--- src/rtl/fpu_op_sequencer_pkg.sv ---
// Shared FPU word layout, status bit indices and sequencer state encoding.
package fpu_op_sequencer_pkg;
  localparam int EXP_WIDTH      = 11;
  localparam int MANTISSA_WIDTH = 20;
  localparam int SIGN_BIT       = 31;
  localparam int EXP_MSB        = 30;
  localparam int EXP_LSB        = 20;
  localparam int MAN_MSB        = 19;

  localparam int ST_EXACT   = 3;
  localparam int ST_OVF     = 2;
  localparam int ST_UNF     = 1;
  localparam int ST_INEXACT = 0;

  localparam logic [3:0] BYPASS_STATUS = 4'b1000;

  typedef enum logic [1:0] {
    S_IDLE = 2'd0,
    S_WAIT = 2'd1,
    S_RESP = 2'd2
  } state_t;

  // Sign is ignored: both +0 and -0 count as zero.
  function automatic logic is_zero(input logic [31:0] v);
    return (v[EXP_MSB:EXP_LSB] == '0) && (v[MAN_MSB:0] == '0);
  endfunction
endpackage

--- src/rtl/fpu_operand_classify.sv ---
// Zero detect on an operand pair and the result to return when the FPU is skipped.
module fpu_operand_classify
  import fpu_op_sequencer_pkg::*;
(
  input  logic [31:0] a,
  input  logic [31:0] b,
  output logic        bypass,
  output logic [31:0] bypass_data
);
  logic a_zero, b_zero;

  always_comb begin
    a_zero      = is_zero(a);
    b_zero      = is_zero(b);
    bypass      = a_zero | b_zero;
    bypass_data = a;
    if (a_zero && b_zero)
      bypass_data = {a[SIGN_BIT] & b[SIGN_BIT], 31'b0};
    else if (a_zero)
      bypass_data = b;
  end
endmodule

--- src/rtl/fpu_op_sequencer.sv ---
// Issue/return sequencer for the fixed-latency FPU adder: holds operands for
// LATENCY edges, captures the result, returns it, keeps sticky flags and op count.
module fpu_op_sequencer
  import fpu_op_sequencer_pkg::*;
#(
  parameter int LATENCY = 3,
  parameter int CNT_W   = 16
) (
  input  logic             clk,
  input  logic             rst,
  input  logic             in_valid,
  output logic             in_ready,
  input  logic [31:0]      in_a,
  input  logic [31:0]      in_b,
  output logic [31:0]      fpu_op_a,
  output logic [31:0]      fpu_op_b,
  input  logic [31:0]      fpu_data,
  input  logic [3:0]       fpu_status,
  output logic             res_valid,
  input  logic             res_ready,
  output logic [31:0]      res_data,
  output logic [3:0]       res_status,
  input  logic             clear_sticky,
  output logic [2:0]       sticky_flags,
  output logic [CNT_W-1:0] op_count
);
  localparam int LCNT_W = $clog2(LATENCY);

  state_t              state;
  logic [LCNT_W-1:0]   cnt;
  logic                bypass;
  logic [31:0]         bypass_data;
  logic                deliver;

  fpu_operand_classify u_classify (
    .a           (in_a),
    .b           (in_b),
    .bypass      (bypass),
    .bypass_data (bypass_data)
  );

  assign in_ready = (state == S_IDLE);
  assign deliver  = res_valid & res_ready;

  always_ff @(posedge clk or negedge rst) begin
    if (!rst) begin
      state        <= S_IDLE;
      cnt          <= '0;
      fpu_op_a     <= '0;
      fpu_op_b     <= '0;
      res_valid    <= 1'b0;
      res_data     <= '0;
      res_status   <= '0;
      sticky_flags <= '0;
      op_count     <= '0;
    end else begin
      case (state)
        S_IDLE: if (in_valid) begin
          if (bypass) begin
            res_data   <= bypass_data;
            res_status <= BYPASS_STATUS;
            res_valid  <= 1'b1;
            state      <= S_RESP;
          end else begin
            fpu_op_a <= in_a;
            fpu_op_b <= in_b;
            cnt      <= LCNT_W'(LATENCY - 1);
            state    <= S_WAIT;
          end
        end
        S_WAIT: begin
          // Sample on the LATENCY-th edge after the operands were loaded.
          if (cnt == '0) begin
            res_data   <= fpu_data;
            res_status <= fpu_status;
            res_valid  <= 1'b1;
            state      <= S_RESP;
          end else begin
            cnt <= cnt - 1'b1;
          end
        end
        S_RESP: if (res_ready) begin
          res_valid <= 1'b0;
          state     <= S_IDLE;
        end
        default: state <= S_IDLE;
      endcase

      // A clear that lands on a delivery still keeps that delivery's flags.
      if (deliver) begin
        sticky_flags <= (clear_sticky ? 3'b000 : sticky_flags) |
                        {res_status[ST_OVF], res_status[ST_UNF], res_status[ST_INEXACT]};
        op_count     <= op_count + 1'b1;
      end else if (clear_sticky) begin
        sticky_flags <= 3'b000;
      end
    end
  end
endmodule

--- config.mk ---
export PLATFORM = sky130hd
export DESIGN_NAME = fpu_op_sequencer
export DESIGN_NICKNAME = d
export VERILOG_FILES = /design/src/rtl/fpu_op_sequencer_pkg.sv /design/src/rtl/fpu_operand_classify.sv /design/src/rtl/fpu_op_sequencer.sv
export SDC_FILE = /design/constraint.sdc
export NUM_CORES = 1
export LEC_CHECK = 0
export ABC_AREA = 1
export CORE_MARGIN = 10
export CORE_UTILIZATION = 45
export DETAILED_ROUTE_END_ITERATION = 16
export DONT_BUFFER_PORTS = 1
export PLACE_DENSITY = 0.65
export SYNTH_ARGS = -nofsm -noshare
export SYNTH_HDL_FRONTEND = slang
export SYNTH_HIERARCHICAL = 1
export SYNTH_SLANG_ARGS = --single-unit
--- constraint.sdc ---
create_clock -name clk -period 1.2 [get_ports clk]
set_input_delay 0.18 -clock clk [delete_from_list [all_inputs] [get_ports clk]]
set_output_delay 0.18 -clock clk [all_outputs]
set_load 0.01 [all_outputs]
---- Yosys cells after proc, flatten, opt, wreduce, memory -nomap -nowiden ----
Index checks and enable logic that the tools add are counted.
Widths: inputs -> output; s select.
cells by class
  add/sub/neg operators ................... 2
  equal/unequal tests ..................... 8
  muxes and demuxes ....................... 26
  bitwise logic cells ..................... 5
  reductions and logical operators ........ 16
operator list
  kind                   count
  $mux 32                5
  $pmux 32 s2            1
  $logic_not 20->1       2
  $logic_not 11->1       2
  $add 16x1->16 const B  1
  $mux 2                 7
  $mux 4                 3
  $ne 2x2->1 const B     5
  $pmux 4 s2             1
  $reduce_and 4->1       2
  $mux 3                 2
  $pmux 2 s3             1
  $reduce_and 3->1       2
  $reduce_and 5->1       1
  $logic_not 2->1        2
  $mux 1                 4
  $pmux 2 s2             1
  $logic_and 1x1->1      3
  $or 3x3->3             1
  $pmux 1 s3             1
  $reduce_bool 3->1      1
  $and 1x1->1            2
  $eq 2x1->1 const B     1
  $eq 2x2->1 const B     1
  other kinds (5)        5
word-level totals
  flip-flop bits (word level) ............. 124
  bits of input ports ..................... 105
  logic and storage cells ................. 66

---- Depth between registers and ports, before layout ----
Gate-level depths: netlist (run 1).
  word-level depth ........................ 7
  mapped depth ............................ 14
  mapped depth without buffers ............ 12

---- Hierarchy ----
The synthesis (run 1) kept the hierarchy.
modules (own cells, without submodules)
  module                instances  cells each  area each (um^2)  seq. area each (um^2)
  fpu_op_sequencer      1          672         5456.5            3103.0
  fpu_operand_classify  1          132         750.7             0.0

---- Worst setup path after synthesis (run 1) ----
No wires, ideal clock.
  kind .................................... in2reg
  start ................................... in in_a[26]
  end ..................................... reg res_data[10]
  library setup time ...................... 0.066 ns
  arrival ................................. 1.618 ns
  required time ........................... 1.134 ns
  path slack .............................. -0.484 ns
  stages on the path ...................... 13
  cells stage by stage .................... nor2_1 nand2_1 nor2_1 nand2_1 nor2_2 inv_2 buf_6 nand2_1 inv_1 o21ai_2 clkbuf_1 nand3_1 nand2_1
RTL lines
  item                        RTL line                    source
  start: declaration          fpu_op_sequencer.sv:13      input logic [31:0] in_a,
  $logic_not 11->1            fpu_op_sequencer_pkg.sv:25  return (v[EXP_MSB:EXP_LSB] == '0) && (v[MAN_MSB:0] == '0);
  $logic_and 1x1->1           fpu_op_sequencer_pkg.sv:25
  $or 1x1->1                  fpu_operand_classify.sv:15  bypass = a_zero | b_zero;
  via bypass                  fpu_op_sequencer.sv:31      logic bypass;
  $ne 2x1->1 (no line)        n/a
  $reduce_and 4->1 (no line)  n/a
  end signal: assignment      fpu_op_sequencer.sv:60      res_data <= bypass_data;
  end signal: assignment      fpu_op_sequencer.sv:74      res_data <= fpu_data;
  end: declaration            fpu_op_sequencer.sv:21      output logic [31:0] res_data,
The timed path passes the listed nets, and every way through them passes these cells. The select of a mux whose other input is x is not followed.
A chain may end at the register's enable or synchronous reset.

---- Final worst setup path (run 1) ----
  start ................................... reg state[0]
  end ..................................... reg fpu_op_a[11]
between the ends
  word-level cells in the longest chain between the ends .. 2
ends and longest elaborated chain
  item                        RTL line                source
  start: declaration          fpu_op_sequencer.sv:29  state_t state;
  start signal: assignment    fpu_op_sequencer.sv:47  state <= S_IDLE;
  start signal: assignment    fpu_op_sequencer.sv:63  state <= S_RESP;
  start signal: assignment    fpu_op_sequencer.sv:68  state <= S_WAIT;
  $logic_not 2->1             fpu_op_sequencer.sv:57  case (state)
  $reduce_and 3->1 (no line)  n/a
  end signal: assignment      fpu_op_sequencer.sv:65  fpu_op_a <= in_a;
  end: declaration            fpu_op_sequencer.sv:15  output logic [31:0] fpu_op_a,
No other way between the ends.

==> impl_metrics.yaml, run 1 <==
run_status:
  outcome: "finished with violations"
  failed_checks: "negative hold slack, negative setup slack"
floorplanning:
  fp.dieArea_mm2: 0.01889
  core_area_mm2: 0.01340
  num_rows: 42
  start_util_pct: 46.32
  die_x_um: 137.4
  io_pins: 226
  dieHeight_um: 137.4
place:
  dp_slack_ps: -471.7
  place.gp.congestion: 0.8429
  port_buffers: 0
  hpwl_um: 15170
detailed_routing:
  avgViaCountPerCell: 5.325
  first_pass_iters: 6
  wl_um: 23960
  drcViolationCount: 0
  ant_nets: 0
  drtIter0Drc: 456
  drt-wirelength-per-cell_um: 20.44
  route.vias.total: 6241
synthesis:
  synth_top_area_cell: "dfrtp_1"
  syn_area_mm2: 0.006207
  synth.distinct_cells: 30
  ys_seq_elements: 124
  synth-warning-count: 6
  avgSynthCellArea_um2: 7.720
  syn-num-nets: 911
  seq_area_frac_synth_pct: 49.99
  synth.top_cell.area_share_pct: 49.99
  ys_top_cells_by_area: "dfrtp_1 (50%), nand2_1 (26%), o21bai_2 (4.7%)"
  postSynthCellCount: 804
setup_path:
  timing.rr.end: "fpu_op_a[11]"
  worst-r2r-setup-slack_ps: -260
  crit_end: "fpu_op_a[11]"
  crit_type: "reg2reg"
  cp-end-kind: "register"
  reg2reg_from: "state[0]"
  cp-startpoint: "state[0]"
  cp_max_fo: 15
  critPathRequiredTime_ps: 1550
  reg2reg_depth: 8
  worst-endpoint-arrival_ps: 1810
  cp-start-kind: "register"
timing:
  clock_skew_ps: 6.046
  setup_ws_ps: -256.1
  hold_viol: 124
  slew_headroom_pct: 78.45
  rsz0062_at_grt: "yes"
  drv_slew: 0
  fmax_mhz: 686.8
  post-route-min-period_ps: 1456
  worst_slew_pin_slew_ps: 323.3
  setup_violations: 116
  tns_ps: -20560
  finalCritPeriodShare_pct: 121.3
  holdWs_ps: -537.4
global_route:
  grt_pass1_wl_um: 33800
  grt_pass1_vias: 6235
  antenna_found_initial: 1
  track_usage_pct: 22.91
  grt_max_degree: 125
  overflow: 0
power_and_ir_drop:
  vdd.ir_drop.worst_v: 0.001264
  pwr-share-comb_pct: 38.3
  clkPwrFrac_pct: 24.0
  p_per_area_mw_per_mm2: 2427
  p_leak_nw: 4.955
  pwr-share-seq_pct: 37.7
  p_switching_mw: 9.211
  swShare_pct: 40.70
  p_int_mw: 13.42
cells_and_area:
  layout_commonest_cell: "nand2_1"
  nNetsFinal: 1089
  layout_common_cells: "nand2_1 (347), dfrtp_1 (119), dlygate4sd3_1 (85)"
  final_util_pct: 69.60
  area_growth_pct: 50.25
  drive_gt1_share_pct: 29.35
min_path:
  min_path_type: "in2async"
clocking:
  numCtsBuffers: 17
  htree_levels: 4
  cts_tree: "built"
  root_buffer: "clkbuf_16"
  hold_buffers: 85
  clock-sinks: 124
  clockBufferDepth: 2
  clk_latency_ps: 410
  clkTransAtPathRegs_ps: 60
run:
  max_cap_viol_count: 0
-- stage by stage --
step                      std cells  area [um^2]  total power, mW  hold WS [ps]
final                          1172         9326            22.63        -537.4
after floorplan                 804         6270            12.17        -115.6
after global routing           1172         9326            23.99        -557.4
after global placement         1032         6904            14.25        -111.4
after CTS                      1149         8436            20.40        -550.4
after detailed placement       1032         6904            14.56        -111.4
-- metal layers --
metal / global-route usage, % / wire (um) / up-vias
met5: 0 / 0 / -
met4: 7.728 / 731 / 0
met3: 8.194 / 2716 / 62
met2: 37.76 / 11560 / 360
met1: 27.15 / 8952 / 2996
li1: - / - / 2823
-- cell type report --
class / instances / area [um^2]
multi-input cells: 587 / 3136
clock buffers: 23 / 498.0
repair buffers: 190 / 1967
flip-flops and latches: 124 / 3109
fillers: 1008 / 4074
well taps: 176 / 220.2
clock inverters: 9 / 133.9
diodes: 1 / 2.502
inverters: 61 / 244.0
repair inverters: 1 / 16.27
-- synthesized netlist by cell type --
cell type and number:
nor2_2 2, nor3_4 1, clkbuf_1 3, buf_6 15, a21oi_1 1, o31ai_1 1
nand2_2 1, a21o_2 1, nor3_1 3, inv_1 57, nand3b_1 1, nand3_1 40
nand2_4 1, xnor2_1 3, and2_1 1, inv_2 4, o21ai_0 7, nor2_4 1
dfrtp_1 124, nand2_1 434, nor2_1 42, o21ai_1 4, buf_4 1, nand4_1 5
o21ai_2 3, ha_1 2, o21bai_2 26, o21bai_4 1, buf_2 13, xor2_1 6
-- critical path, stage by stage, from the launching register on --
cell	delay, ps
dfrtp_1	400
nor2_4	170
buf_6	140
nand3_4	120
buf_12	170
clkinv_8	80
clkbuf_16	170
nand2_1	70
nand2_1	70
-- sequential cells by signal (all words and copies together), names as in the netlist --
name	flops
fpu_op_a	32
fpu_op_b	32
res_data	32
op_count	16
res_status	4
sticky_flags	3
cnt	2
state	2
res_valid	1
-- power by group through the flow --
stage	Clock [mW]	Sequential [mW]	Combinational [mW]
CTS	5.47	8.42	6.50
detailed placement	0	8.40	6.17
global placement	0	8.37	5.88
global route	5.69	8.75	9.56
floorplan	0	7.87	4.29
finish	5.43	8.53	8.68
-- worst min path at each step --
stage | to
after CTS | fpu_op_b[22]
after detailed placement | fpu_op_b[22]
after global routing | fpu_op_b[22]
after floorplan | cnt[0]
final | fpu_op_a[28]
after global placement | fpu_op_b[22]
-- cells by family after synthesis --
| family | count (synthesis) | share of synthesized area, % |
|---|---|---|
| AO/OA/AOI/OAI | 44 | 6.672 |
| XOR/XNOR | 9 | 1.270 |
| adder cells (fa/ha/maj) | 2 | 0.4031 |
| buffers and inverters | 93 | 7.760 |
| flip-flops | 124 | 49.99 |
| AND/OR/NAND/NOR | 532 | 33.90 |
-- what timing repair did --
item	in CTS	in global routing
endpoints found under the setup margin	116	128
endpoints found under the hold margin	212	124
pin swaps	1	41
buffers inserted	0	10
gates resized for setup	11	168
cloned	0	12
Note: power is estimated with default switching activity, not from simulation.
==> run 2, diff against run 1 <==
==> constraint.sdc (replaced) <==
create_clock -name clk -period 1.2 [get_ports clk]
set_input_delay 0.18 -clock clk [delete_from_list [all_inputs] [get_ports clk]]
set_output_delay 0.18 -clock clk [all_outputs]
set_load 0.1 [all_outputs]
==> run 2 against run 1 <==
Critical path depth rose by 4. The run still ends with negative hold slack, negative setup slack left. Global-route usage rose by 4.0 points. First-iteration DRC count rose by 63%. Final area rose by 23%. Register-to-register slack got worse by 20 ps. Via count rose by 17%. Non-clock buffer count rose by 126. Hold slack got worse by 20 ps. Die area did not move. Fmax fell by 1.5%. Worst setup slack got worse by 22 ps. Largest cell class is now buffers. Clock skew rose by 1.4 ps. Highest routed layer unchanged.
==> impl_metrics.yaml, run 2 (synthesis results as in run 1) <==
run:
  max_cap_viol_count: 0
cells_and_area:
  instances_no_fill: 1296
  final_area_mm2: 0.01147
  layout_common_cells: "nand2_1 (370), dfrtp_1 (101), dlygate4sd3_1 (95)"
  nNetsFinal: 1214
  fillers: 659
  multiInputGateArea_mm2: 0.003075
  reg_top3: "fpu_op_a x32, fpu_op_b x32, res_data x32"
  seq_area_mm2: 0.003169
  drive_gt1_share_pct: 35.87
  layout_commonest_cell: "nand2_1"
  area_growth_pct: 84.78
clocking:
  hold_buffers: 95
  clock-sinks: 124
  cts_tree: "built"
  clkTransAtPathRegs_ps: 60
  numCtsBuffers: 17
  clk_latency_ps: 430
  root_buffer: "clkbuf_16"
  clockBufferDepth: 2
  htree_levels: 4
floorplanning:
  die_x_um: 137.4
  num_rows: 42
  core_area_mm2: 0.01340
  fp.dieArea_mm2: 0.01889
  io_pins: 226
  dieHeight_um: 137.4
  start_util_pct: 46.32
setup_path:
  cp_max_fo: 17
  critical_path.cell_chain: "inv_1, nand3_1, nor2_1, nand2_1, nor2_4, inv_2, nand2_2, inv_2, o21ai_4, buf_6, nand3_1, nand2_1"
  max_stage_delay_ps: 230
  cp-start-kind: "primary input"
  worst-endpoint-arrival_ps: 1840
  crit_type: "in2reg"
  cp_slowest_cell: "buf_6"
  critPathRequiredTime_ps: 1560
  cp-end-kind: "register"
  reg2reg_depth: 6
timing:
  slew_headroom_pct: 70.62
  hold_viol: 124
  holdWs_ps: -557.1
  rsz0062_at_grt: "yes"
  clock_skew_ps: 7.404
  drv_slew: 0
  fmax_mhz: 676.7
  post-route-min-period_ps: 1478
  setup_ws_ps: -277.7
  setup_violations: 159
  worst_slew_pin_slew_ps: 437.3
  finalCritPeriodShare_pct: 123.1
global_route:
  track_usage_pct: 26.91
  grt_pass1_wl_um: 39110
  overflow: 0
  grt_pass1_vias: 7086
  grt_max_degree: 125
  antenna_found_initial: 3
run_status:
  outcome: "finished with violations"
  failed_checks: "negative hold slack, negative setup slack"
detailed_routing:
  first_pass_iters: 6
  ant_nets: 0
  route.vias.total: 7303
  drcViolationCount: 0
  wl_um: 30090
  drtIter0Drc: 745
  drt-wirelength-per-cell_um: 23.22
  avgViaCountPerCell: 5.635
place:
  place.gp.congestion: 0.9101
  place_area_mm2: 0.008099
  port_buffers: 0
  dp_cells: 1128
  hpwl_um: 15840
  dp_slack_ps: -545.1
min_path:
  min_path_type: "in2async"
[run 2: worst max-delay path, delay by kind of cell]
family	cells	cell delay [ps]
AOI/OAI and AO/OA	1	220
buffers and inverters	4	480
and+or+nand+nor	7	950
[run 2: final timing paths]
| check | start | endpoint | slack, ps |
|---|---|---|---|
| worst max-delay path | in_a[23] | res_data[26] | -280 |
| worst min-delay path | rst | fpu_op_b[23] | -560 |
| worst max register to register | op_count[13] | op_count[14] | -280 |
| worst min register to register | fpu_op_a[31] | fpu_op_a[31] | 550 |
| max in group asynchronous | rst | state[0] | 1570 |
| min in group clk | fpu_data[8] | res_data[8] | 10 |
[run 2: repair_timing]
item / 4_1_cts / 5_1_grt
pin swaps: 9 / 31
setup buffers: 17 / 18
endpoints found under the setup margin: 232 / 229
gates resized for setup: 146 / 215
cloned: 3 / 5
hold endpoints to repair: 222 / 124
[run 2: layout make-up]
class | count | area share, %
Timing Repair Buffer | 316 | 36.21
Clock buffer | 25 | 4.582
Sequential cell | 124 | 27.63
Antenna cell | 2 | 0.04363
Clock inverter | 5 | 0.6982
Multi-Input combinational cell | 587 | 26.81
Tap cell | 176 | 1.920
Inverter | 61 | 2.105
[run 2: metal layers]
layer	track usage, %	vias up	routed length [um]
met3	9.760	131	3192
met4	12.88	0	1535
met2	45.16	536	15340
li1	-	3070	-
met1	29.66	3566	10020
met5	0	-	0
[run 2: stage by stage]
| stage | hold slack (ps) | utilization [%] | setup TNS (ps) |
|---|---|---|---|
| 6_report | -557.1 | 85.59 | -24510 |
| 5_1_grt | -566.7 | 85.59 | -31660 |
| 4_1_cts | -559.7 | 77.82 | -23780 |
| 3_5_place_dp | -110.4 | 60.44 | -48860 |
| 3_3_place_gp | -111.0 | 60.44 | -44160 |
| 2_1_floorplan | -115.6 | - | -51230 |
Power of run 2 is left out: the tool's default activity adds up to more than one toggle a clock period on the data nets, which glitch-free logic cannot reach.
